--- src/rtl/keypad_pkg.sv ---
// keypad_pkg
//   Shared definitions for the matrix-keypad scanner:
//     - debounce FSM state encoding (plain localparam constants)
//     - per-frame scan result encoding
//     - width helper used to size codes and counters
package keypad_pkg;

  // Debounce FSM states. ST_ prefix keeps them clear of the DEBOUNCE parameter.
  localparam logic [1:0] ST_IDLE     = 2'd0;
  localparam logic [1:0] ST_DEBOUNCE = 2'd1;
  localparam logic [1:0] ST_PRESSED  = 2'd2;
  localparam logic [1:0] ST_RELEASE  = 2'd3;

  // Outcome of one complete scan frame.
  typedef enum logic [1:0] {
    RES_NONE   = 2'd0,
    RES_SINGLE = 2'd1,
    RES_MULTI  = 2'd2
  } frame_res_e;

  // Bits needed to index n items; never less than one bit.
  function automatic int code_width(input int n);
    return (n > 1) ? $clog2(n) : 1;
  endfunction

endpackage

--- src/rtl/keypad_if.sv ---
// keypad_if
//   Bundles the keypad pins and the encoded key outputs.
//   Ports (by modport):
//     master (scanner) : in row_n; out col_n, key_code, key_valid, key_held, multi_key
//     slave  (keypad / consumer side) : the mirror image
interface keypad_if
  import keypad_pkg::*;
#(
  parameter int ROWS   = 4,
  parameter int COLS   = 4,
  parameter int CODE_W = code_width(ROWS * COLS)
) ();

  logic [ROWS-1:0]   row_n;
  logic [COLS-1:0]   col_n;
  logic [CODE_W-1:0] key_code;
  logic              key_valid;
  logic              key_held;
  logic              multi_key;

  modport master (
    input  row_n,
    output col_n,
    output key_code,
    output key_valid,
    output key_held,
    output multi_key
  );

  modport slave (
    output row_n,
    input  col_n,
    input  key_code,
    input  key_valid,
    input  key_held,
    input  multi_key
  );

endinterface

--- src/rtl/keypad_scan_timer.sv ---
// keypad_scan_timer
//   Column rotation timing. Each column is driven for SCAN_DIV cycles; the
//   column index advances when the dwell counter wraps.
//   Ports:
//     clock, reset : clock, asynchronous active-high reset
//     col_n        : one-hot active-low column strobes (registered)
//     col_idx      : index of the column currently strobed
//     sample_en    : last dwell cycle of the current column
//     frame_end    : last dwell cycle of column COLS-1
module keypad_scan_timer
  import keypad_pkg::*;
#(
  parameter int COLS     = 4,
  parameter int SCAN_DIV = 16,
  localparam int COL_W   = code_width(COLS),
  localparam int DWELL_W = code_width(SCAN_DIV)
) (
  input  logic             clock,
  input  logic             reset,
  output logic [COLS-1:0]  col_n,
  output logic [COL_W-1:0] col_idx,
  output logic             sample_en,
  output logic             frame_end
);

  logic [DWELL_W-1:0] dwell_q, dwell_d;
  logic [COL_W-1:0]   col_q, col_d;
  logic [COLS-1:0]    col_n_q, col_n_d;
  logic               last_dwell_s;
  logic               last_col_s;

  assign last_dwell_s = (dwell_q == DWELL_W'(SCAN_DIV - 1));
  assign last_col_s   = (col_q == COL_W'(COLS - 1));

  // Next dwell/column and the strobe pattern for the next column.
  always_comb begin
    dwell_d = dwell_q;
    col_d   = col_q;
    if (last_dwell_s) begin
      dwell_d = '0;
      if (last_col_s) begin
        col_d = '0;
      end else begin
        col_d = col_q + COL_W'(1);
      end
    end else begin
      dwell_d = dwell_q + DWELL_W'(1);
    end
    // Strobe is registered together with the index so both change on the same edge.
    for (int c = 0; c < COLS; c++) begin
      col_n_d[c] = (COL_W'(c) != col_d);
    end
  end

  // Timer state registers.
  always_ff @(posedge clock or posedge reset) begin
    if (reset) begin
      dwell_q <= '0;
      col_q   <= '0;
      col_n_q <= ~(COLS'(1'b1));
    end else begin
      dwell_q <= dwell_d;
      col_q   <= col_d;
      col_n_q <= col_n_d;
    end
  end

  assign col_n     = col_n_q;
  assign col_idx   = col_q;
  assign sample_en = last_dwell_s;
  assign frame_end = last_dwell_s & last_col_s;

endmodule

--- src/rtl/keypad_scanner.sv ---
// keypad_scanner
//   Matrix keypad scanner/encoder. Strobes columns, synchronises the rows,
//   accumulates one frame of hits, classifies the frame and debounces it.
//   Ports:
//     clock, reset : clock, asynchronous active-high reset
//     kp (master)  : row_n in; col_n, key_code, key_valid, key_held, multi_key out
module keypad_scanner
  import keypad_pkg::*;
#(
  parameter int ROWS     = 4,
  parameter int COLS     = 4,
  parameter int SCAN_DIV = 16,
  parameter int DEBOUNCE = 3
) (
  input  logic     clock,
  input  logic     reset,
  keypad_if.master kp
);

  localparam int CODE_W = code_width(ROWS * COLS);
  localparam int COL_W  = code_width(COLS);
  localparam int CNT_W  = code_width(DEBOUNCE + 1);
  localparam logic [CNT_W-1:0] DEB_MAX = CNT_W'(DEBOUNCE);

  logic [COLS-1:0]   col_n_s;
  logic [COL_W-1:0]  col_idx_s;
  logic              sample_en_s;
  logic              frame_end_s;

  logic [ROWS-1:0]   row_meta_q, row_sync_q;
  logic [1:0]        hit_cnt_q, hit_cnt_d;
  logic [CODE_W-1:0] hit_code_q, hit_code_d;
  logic [1:0]        acc_cnt_s;
  logic [CODE_W-1:0] acc_code_s;
  frame_res_e        res_s;

  logic [1:0]        state_q, state_d;
  logic [CODE_W-1:0] cand_q, cand_d;
  logic [CNT_W-1:0]  cnt_q, cnt_d, cnt_inc_s;
  logic [CODE_W-1:0] key_code_q, key_code_d;
  logic              key_valid_q, key_valid_d;
  logic              key_held_q, key_held_d;
  logic              multi_key_q, multi_key_d;

  keypad_scan_timer #(
    .COLS     (COLS),
    .SCAN_DIV (SCAN_DIV)
  ) u_timer (
    .clock     (clock),
    .reset     (reset),
    .col_n     (col_n_s),
    .col_idx   (col_idx_s),
    .sample_en (sample_en_s),
    .frame_end (frame_end_s)
  );

  // Two-flop synchroniser; idle (all ones) out of reset.
  always_ff @(posedge clock or posedge reset) begin
    if (reset) begin
      row_meta_q <= '1;
      row_sync_q <= '1;
    end else begin
      row_meta_q <= kp.row_n;
      row_sync_q <= row_meta_q;
    end
  end

  // Frame totals including the column being sampled this cycle.
  always_comb begin
    acc_cnt_s  = hit_cnt_q;
    acc_code_s = hit_code_q;
    for (int r = 0; r < ROWS; r++) begin
      if (!row_sync_q[r]) begin
        acc_cnt_s  = (acc_cnt_s == 2'd2) ? 2'd2 : acc_cnt_s + 2'd1;
        acc_code_s = CODE_W'(r * COLS) + CODE_W'(col_idx_s);
      end else begin
        acc_cnt_s  = acc_cnt_s;
      end
    end
    case (acc_cnt_s)
      2'd0:    res_s = RES_NONE;
      2'd1:    res_s = RES_SINGLE;
      default: res_s = RES_MULTI;
    endcase
  end

  // Accumulators load on each column sample and clear after evaluation.
  always_comb begin
    hit_cnt_d  = hit_cnt_q;
    hit_code_d = hit_code_q;
    if (frame_end_s) begin
      hit_cnt_d  = 2'd0;
      hit_code_d = '0;
    end else if (sample_en_s) begin
      hit_cnt_d  = acc_cnt_s;
      hit_code_d = acc_code_s;
    end else begin
      hit_cnt_d  = hit_cnt_q;
    end
  end

  assign cnt_inc_s = cnt_q + CNT_W'(1);

  // Debounce FSM; only moves on a frame evaluation.
  always_comb begin
    state_d     = state_q;
    cand_d      = cand_q;
    cnt_d       = cnt_q;
    key_code_d  = key_code_q;
    key_valid_d = 1'b0;
    multi_key_d = multi_key_q;
    if (frame_end_s) begin
      multi_key_d = (res_s == RES_MULTI);
      case (state_q)
        ST_IDLE: begin
          if (res_s == RES_SINGLE) begin
            cand_d = acc_code_s;
            cnt_d  = CNT_W'(1);
            if (DEBOUNCE == 1) begin
              state_d     = ST_PRESSED;
              key_code_d  = acc_code_s;
              key_valid_d = 1'b1;
            end else begin
              state_d = ST_DEBOUNCE;
            end
          end else begin
            state_d = ST_IDLE;
          end
        end
        ST_DEBOUNCE: begin
          if ((res_s == RES_SINGLE) && (acc_code_s == cand_q)) begin
            cnt_d = cnt_inc_s;
            if (cnt_inc_s == DEB_MAX) begin
              state_d     = ST_PRESSED;
              key_code_d  = cand_q;
              key_valid_d = 1'b1;
            end else begin
              state_d = ST_DEBOUNCE;
            end
          end else if (res_s == RES_SINGLE) begin
            // A different single key restarts the count on the new candidate.
            cand_d = acc_code_s;
            cnt_d  = CNT_W'(1);
          end else begin
            state_d = ST_IDLE;
          end
        end
        ST_PRESSED: begin
          // No rollover: any activity keeps the accepted key down.
          if (res_s == RES_NONE) begin
            cnt_d = CNT_W'(1);
            if (DEBOUNCE == 1) begin
              state_d = ST_IDLE;
            end else begin
              state_d = ST_RELEASE;
            end
          end else begin
            state_d = ST_PRESSED;
          end
        end
        ST_RELEASE: begin
          if (res_s == RES_NONE) begin
            cnt_d = cnt_inc_s;
            if (cnt_inc_s == DEB_MAX) begin
              state_d = ST_IDLE;
            end else begin
              state_d = ST_RELEASE;
            end
          end else begin
            // Bounce during release: back to pressed without a new strobe.
            state_d = ST_PRESSED;
          end
        end
        default: begin
          state_d = ST_IDLE;
        end
      endcase
    end else begin
      state_d = state_q;
    end
    key_held_d = (state_d == ST_PRESSED) || (state_d == ST_RELEASE);
  end

  // Scan accumulators, FSM state and registered outputs.
  always_ff @(posedge clock or posedge reset) begin
    if (reset) begin
      hit_cnt_q   <= 2'd0;
      hit_code_q  <= '0;
      state_q     <= ST_IDLE;
      cand_q      <= '0;
      cnt_q       <= '0;
      key_code_q  <= '0;
      key_valid_q <= 1'b0;
      key_held_q  <= 1'b0;
      multi_key_q <= 1'b0;
    end else begin
      hit_cnt_q   <= hit_cnt_d;
      hit_code_q  <= hit_code_d;
      state_q     <= state_d;
      cand_q      <= cand_d;
      cnt_q       <= cnt_d;
      key_code_q  <= key_code_d;
      key_valid_q <= key_valid_d;
      key_held_q  <= key_held_d;
      multi_key_q <= multi_key_d;
    end
  end

  assign kp.col_n     = col_n_s;
  assign kp.key_code  = key_code_q;
  assign kp.key_valid = key_valid_q;
  assign kp.key_held  = key_held_q;
  assign kp.multi_key = multi_key_q;

endmodule

--- src/flat_wrapper.sv ---
// flat-port wrapper written by rule: the top's interface ports become plain ports
module keypad_scanner_flat import keypad_pkg::*;
#(
  parameter int ROWS     = 4,
  parameter int COLS     = 4,
  parameter int SCAN_DIV = 16,
  parameter int DEBOUNCE = 3
)
  (clock, reset, kp_row_n, kp_col_n, kp_key_code, kp_key_valid, kp_key_held, kp_multi_key);
  keypad_if #(.ROWS(ROWS), .COLS(COLS)) kp_i ();
  input  logic clock;
  input  logic reset;
  input wire logic [$bits(kp_i.row_n)-1:0] kp_row_n;
  output wire logic [$bits(kp_i.col_n)-1:0] kp_col_n;
  output wire logic [$bits(kp_i.key_code)-1:0] kp_key_code;
  output wire logic [$bits(kp_i.key_valid)-1:0] kp_key_valid;
  output wire logic [$bits(kp_i.key_held)-1:0] kp_key_held;
  output wire logic [$bits(kp_i.multi_key)-1:0] kp_multi_key;
  assign kp_i.row_n = kp_row_n;
  assign kp_col_n = kp_i.col_n;
  assign kp_key_code = kp_i.key_code;
  assign kp_key_valid = kp_i.key_valid;
  assign kp_key_held = kp_i.key_held;
  assign kp_multi_key = kp_i.multi_key;
  keypad_scanner #(.ROWS(ROWS), .COLS(COLS), .SCAN_DIV(SCAN_DIV), .DEBOUNCE(DEBOUNCE)) u_core (.clock(clock), .reset(reset), .kp(kp_i));
endmodule
--- config.mk ---
export PLATFORM = sky130hd
export DESIGN_NAME = keypad_scanner_flat
export DESIGN_NICKNAME = d
export VERILOG_FILES = /design/src/rtl/keypad_pkg.sv /design/src/rtl/keypad_if.sv /design/src/rtl/keypad_scan_timer.sv /design/src/rtl/keypad_scanner.sv /design/src/flat_wrapper.sv
export SDC_FILE = /design/constraint.sdc
export NUM_CORES = 1
export LEC_CHECK = 0
export CAP_MARGIN = 15
export CORE_MARGIN = 2
export CORE_UTILIZATION = 39
export DETAILED_ROUTE_END_ITERATION = 10
export PLACE_DENSITY_LB_ADDON = 0.12
export SYNTH_ARGS = -nofsm -noshare
export SYNTH_HDL_FRONTEND = slang
export SYNTH_HIERARCHICAL = 1
export SYNTH_SLANG_ARGS = --single-unit
export TNS_END_PERCENT = 50
--- constraint.sdc ---
create_clock -name clock -period 7.3 [get_ports clock]
set_clock_uncertainty 0.05 [all_clocks]
set_input_delay 0.73 -clock clock [delete_from_list [all_inputs] [get_ports clock]]
set_output_delay 0.73 -clock clock [all_outputs]
set_load 0.1 [all_outputs]
==> Word level (Yosys, flattened, before mapping) <==
Index checks and enable logic that the tools add are counted.
{ "totals": {"regBits": 39, "input_bits": 6, "out_inout_bits": 11, "wordCells": 99} }
{ "op_classes": {"n_addsub": 10, "n_eq_ne": 22, "muxes": 41, "bitwise_logic": 1, "n_reduce_logical": 11} }
{ "ops": {"columns": ["cell", "count"], "rows": [
  ["$mux 2", 22],
  ["$mux 4", 9],
  ["$eq 2x2->1 const B", 11],
  ["$pmux 2 s4", 2],
  ["$add 2x1->2 const B", 6],
  ["$pmux 4 s2", 1],
  ["$eq 2x1->1 const B", 3],
  ["$logic_not 2->1", 3],
  ["$mux 1", 6],
  ["$reduce_and 3->1", 2],
  ["$reduce_bool 2->1", 3],
  ["$add 3x2->4 const A", 1],
  ["$add 3x3->4 const A", 1],
  ["$add 4x1->4 const B", 1],
  ["$add 4x2->4 const A", 1],
  ["$eq 4x4->1", 1],
  ["$eq 4x4->1 const B", 1],
  ["$ne 2x1->1 const B", 2],
  ["$ne 2x2->1 const A", 2],
  ["$pmux 2 s2", 1],
  ["$reduce_and 4->1", 1],
  ["$ne 1x2->1 const A", 1],
  ["$ne 2x2->1 const B", 1],
  ["$and 1x1->1", 1],
  ["other kinds (2)", 2]
]} }

==> Longest topological paths before layout <==
{ "depth": {"word_depth": 21, "mapped_depth": 14, "depth_no_buf": 14} }

==> Cells and area by module <==
The synthesis kept the hierarchy.
{ "modules_own_cells": {"columns": ["mod", "n_inst", "cells_per_inst", "area_each_um2", "seq_area_each_um2"], "rows": [
  ["keypad_scanner", 1, 158, 1705.4, 735.7],
  ["keypad_scan_timer", 1, 38, 471.7, 254.0]
]} }

==> Worst setup path before layout <==
Ideal clock, no wire load.
{ "synth_timing": {"kind": "reg-to-reg", "from": "register u_core.row_sync_q[0]", "to": "register u_core.cand_q[0]", "setup_time_ns": 0.125, "arrival_time_ns": 3.089, "required_time_ns": 7.125, "setup_slack_ns": 4.036, "path_stages_with_launch": 14, "n_path_buf": 1, "period_less_slack_ns": 3.264, "cell_sequence": "dfstp_2 clkbuf_4 mux2_1 nor2_1 nor3_1 a21oi_1 nor2_1 a221oi_1 ha_1 nand2b_1 o221ai_2 or3_4 a211o_4 mux2_4"} }
{ "synth_between": {"elab_chain_cells": 16, "word_cells_on_any_way": 28, "cone_classes": "3 x add/sub; 7 x eq/ne; 15 x mux; 3 x reduce/logical"} }
{ "synth_rtl": {"columns": ["element", "line", "text"], "rows": [
  ["start, declared", "keypad_scanner.sv:30", "logic [ROWS-1:0] row_meta_q, row_sync_q;"],
  ["start signal, assigned", "keypad_scanner.sv:64", "row_sync_q <= row_meta_q;"],
  ["$mux 2", "keypad_scanner.sv:73", "if (!row_sync_q[r]) begin"],
  ["$add 2x1->2 or $eq 2x2->1 (tied branches)", "keypad_scanner.sv:74", "acc_cnt_s = (acc_cnt_s == 2'd2) ? 2'd2 : acc_cnt_s + 2'd1;"],
  ["$mux 2", "keypad_scanner.sv:74", null],
  ["$mux 2", "keypad_scanner.sv:73", null],
  ["$add 2x1->2 or $eq 2x2->1 (tied branches)", "keypad_scanner.sv:74", null],
  ["$mux 2", "keypad_scanner.sv:74", null],
  ["$mux 2", "keypad_scanner.sv:73", null],
  ["$add 2x1->2 or $eq 2x2->1 (tied branches)", "keypad_scanner.sv:74", null],
  ["$mux 2", "keypad_scanner.sv:74", null],
  ["$mux 2", "keypad_scanner.sv:73", null],
  ["$eq 2x1->1 or $logic_not 2->1 (tied branches)", "keypad_scanner.sv:80", "case (acc_cnt_s)"],
  ["$pmux 2 s2", "keypad_scanner.sv:80", null],
  ["$eq 2x1->1", "keypad_scanner.sv:116, keypad_scanner.sv:131, keypad_scanner.sv:140", null],
  ["$mux 4 or $logic_and 1x1->1 (tied branches)", "keypad_scanner.sv:116, keypad_scanner.sv:140, keypad_scanner.sv:131", null],
  ["$mux 4 or $ne 2x2->1 (tied branches)", null, null],
  ["$pmux 4 s2 or $reduce_and 3->1 (tied branches)", null, null],
  ["end signal, assigned", "keypad_scanner.sv:200", "cand_q <= cand_d;"],
  ["end, declared", "keypad_scanner.sv:38", "logic [CODE_W-1:0] cand_q, cand_d;"]
]} }
Several ways; a longest one is shown, not always the timed one. The select of a mux whose other input is x is not followed.
A chain may end at the register's enable or synchronous reset.

==> Final worst setup path <==
{ "layout_timing": {"from": "register u_core.hit_cnt_q[0]", "to": "register u_core.cand_q[1]"} }
{ "layout_between": {"elab_chain_cells": 18, "word_cells_on_any_way": 26, "cone_classes": "4 x add/sub; 7 x eq/ne; 12 x mux; 3 x reduce/logical"} }
{ "layout_rtl": {"columns": ["element", "line", "text"], "rows": [
  ["start, declared", "keypad_scanner.sv:31", "logic [1:0] hit_cnt_q, hit_cnt_d;"],
  ["start signal, assigned", "keypad_scanner.sv:197", "hit_cnt_q <= hit_cnt_d;"],
  ["$add 2x1->2 or $eq 2x2->1 (tied branches)", "keypad_scanner.sv:74", null],
  ["$mux 2", "keypad_scanner.sv:74", null],
  ["$mux 2 (*)", "keypad_scanner.sv:73", null],
  ["$add 2x1->2 or $eq 2x2->1 (tied branches)", "keypad_scanner.sv:74", null],
  ["$mux 2", "keypad_scanner.sv:74", null],
  ["$mux 2 (*)", "keypad_scanner.sv:73", null],
  ["$add 2x1->2 or $eq 2x2->1 (tied branches)", "keypad_scanner.sv:74", null],
  ["$mux 2", "keypad_scanner.sv:74", null],
  ["(+2 left out)", null, null],
  ["$mux 2", "keypad_scanner.sv:74", null],
  ["$mux 2 (*)", "keypad_scanner.sv:73", null],
  ["$eq 2x1->1 or $logic_not 2->1 (tied branches)", "keypad_scanner.sv:80", null],
  ["$pmux 2 s2 (*)", "keypad_scanner.sv:80", null],
  ["$eq 2x1->1 (*)", "keypad_scanner.sv:116, keypad_scanner.sv:131, keypad_scanner.sv:140", null],
  ["$mux 4 or $logic_and 1x1->1 (tied branches)", null, null],
  ["$mux 4 or $ne 2x2->1 (tied branches)", null, null],
  ["$pmux 4 s2 or $reduce_and 3->1 (tied branches)", null, null]
]} }
Every way passes the cells marked *; elsewhere a longest branch is shown, timed or not. The select of a mux whose other input is x is not followed.

==> impl_metrics.toml <==
[placement]
globalplace.congestion = 0.795
dp_hpwl_um = 2890
dp.cells = 277
placed_cell_area_um2 = 2370
pre_cts_slack_ns = 3.85
io_buffer_count = 16

[synthesis]
synth_flop_cell = "dfrtp_1"
ys_types = 65
synth-edff-count = 0
syn_inst = 196
yosysWarnings = 6
ys_ff_latch = 39
yosys.area_share.xor_xnor = 0.0477
synth_compound_area_frac = 0.147
synth-simple-area-share = 0.167
netlist_area_um2 = 2180
synthMuxAreaShare = 0.103
synthAdderAreaFrac = 0.0345
synth_top_family_by_area = "simple AND/OR/NAND/NOR gates"
avgSynthCellArea_um2 = 11.1
synth-async-reset-ratio = 1.00
syn_nets = 208
seq_area_frac_synth = 0.455

[global_route]
grt_pass1_wl_um = 6930
grt_max_degree = 30
grt.total_usage = 0.145
grt.overflow.total = 0
antenna_found_initial = 0
grt_pass1_vias = 1470

[layout]
fill_cells = 504
area_growth_pct = 15.1
antenna_cells = 0
drive_above_1_share = 0.238
final_nets = 225
fin_area_um2 = 2510
final_common_cell = "dfrtp_1"
stdcell_count = 286
final_cell_mix = "dfrtp_1 (28), clkdlybuf4s50_1 (16), nand2_1 (14)"
final_util = 0.461

[floorplanning]
dieArea_um2 = 6200
fp.dieH_um = 78.7
placementRows = 27
dieWidth_um = 78.7
io_pins = 17
core_um2 = 5440
initial_core_util = 0.400

[routing]
num_vias = 1475
viasPerCell = 5.16
drc = 0
routedWlPerCell_um = 13.8
drt-initial-drc-count = 49
drt-pass1-iter-count = 4
routed_wl_um = 3950
ant_nets = 0

[clock_network]
post-cts-setup-buffer-count = 0
h-tree-depth = 2
clkTransAtPathRegs_ns = 0.07
cts_tree = "done"
clkSinkCount = 39
cts_buffer_depth = 2
ctsResizeCount = 0
postCtsHoldBufs = 0
cts_root_buffer = "clkbuf_8"
cts_buffers = 5
clk-insertion-delay-late_ns = 0.29

[timing]
hold_viol = 0
setup_viol = 0
rsz0062_at_grt = "no"
drv_slew = 0
layout_min_cycle_time_ns = 3.47
fin_crit_sh = 0.475
maxSlewHeadroom = 0.354
fmax_mhz = 289
final.setup.worst_slack_ns = 3.83
finalSetupTns_ns = 0
holdWs_ns = 0.307
tightest_slew_ns = 0.966

[setup_path]
cp.required_ns = 7.42
worst-r2r-cell-count = 14
cp.arrival_ns = 3.59
end_kind = "register"
critical_path.max_fanout = 7
cp-start-kind = "register"
worstSetupPathType = "register to register"

[status]
outcome = "finished, final reports clean"

[run]
max_cap_violations = 0

[power_and_ir_drop]
worst_ir_drop_vdd_v = 0.000108
powerDensity_nw_per_um2 = 237
leakagePower_nw = 1.03
p_total_mw = 0.594

[hold_path]
min_path_cells = 0
hold_path_class = "register to register"
## path summary, 6_finish.rpt
kind                            slack (ns)                   endpoint            startpoint
worst max-delay path                  3.83           u_core/cand_q[1]   u_core/hit_cnt_q[0]
worst min-delay path                  0.31       u_core/row_sync_q[3]  u_core/row_meta_q[3]
worst max register to register        3.83           u_core/cand_q[1]   u_core/hit_cnt_q[0]
worst min register to register        0.31       u_core/row_sync_q[3]  u_core/row_meta_q[3]
max in group asynchronous             5.85       u_core/row_meta_q[2]                 reset
min in group asynchronous             0.69  u_core/u_timer/col_idx[0]                 reset
## worst max-delay path: stages (launching register included)
cell and delay [ns]:
dfrtp_1 0.46, inv_1 0.10, ha_1 0.25, mux2_1 0.33, nor2_1 0.14, nor3_1 0.06, a21oi_1 0.12, nor2_1 0.05
a221oi_1 0.22, ha_1 0.28, nand2b_1 0.09, o221ai_2 0.15, or3_4 0.40, a211o_4 0.36, mux2_4 0.30
## synthesized netlist by cell type (all sizes together), types with 2 or more instances
cell	count	share of area
nand4	3	0.014
inv	13	0.022
a21oi	9	0.024
buf	4	0.017
nor2b	2	0.0069
nand3	6	0.016
and2	4	0.012
nor3	7	0.016
or2	2	0.0058
a22oi	2	0.0069
a311o	2	0.0098
nor3b	2	0.0092
mux2	15	0.084
xor2	4	0.016
nor4	2	0.0057
nor2	11	0.019
o21ai	6	0.014
clkbuf	3	0.0069
dfstp	11	0.13
dfrtp	28	0.32
mux2i	4	0.018
ha	6	0.034
xnor2	7	0.032
nand2	15	0.027
nand2b	4	0.011
a211o	2	0.012
a31oi	2	0.0086
o211ai	2	0.0092
## report_power, final
part	switching, mW	internal (mW)	total, mW	leakage [nW]
clock	0.0745	0.0859	0.160	0.0505
sequential	0.0155	0.226	0.242	0.471
combinational	0.105	0.0863	0.191	0.512
## cells by family after synthesis
logic type      after synthesis
compound gates               38
xor+xnor                     11
fa+ha+maj                     6
buf+inv                      20
flops                        39
mux                          19
simple gates                 63
## layer usage
metal / GRT usage / vias up / share of wire
met1: 0.202 / 714 / 0.52
met3: 0.0386 / 6 / 0.027
met2: 0.215 / 22 / 0.44
met4: 0.0579 / 0 / 0.016
met5: 0 / - / 0
li1: - / 733 / -
## registers in the layout, summed over array words and instances (netlist names)
register / count
u_core/cand_q: 4
u_core/hit_code_q: 4
u_core/kp.key_code: 4
u_core/row_meta_q: 4
u_core/row_sync_q: 4
u_core/u_timer/col_n: 4
u_core/u_timer/dwell_q: 4
u_core/cnt_q: 2
u_core/hit_cnt_q: 2
u_core/state_q: 2
u_core/u_timer/col_idx: 2
u_core/kp.key_held: 1
u_core/kp.key_valid: 1
u_core/kp.multi_key: 1
## final cells by class
type / instances / area [µm²] / share of cell area
inverters: 13 / 48.8 / 0.0195
well taps: 72 / 90.1 / 0.0359
multi-input cells: 137 / 1090 / 0.433
repair buffers: 17 / 188 / 0.0749
flip-flops and latches: 39 / 990 / 0.395
clock inverters: 1 / 7.51 / 0.00300
clock buffers: 7 / 96.3 / 0.0384
Power figures use the tool's default switching activity.
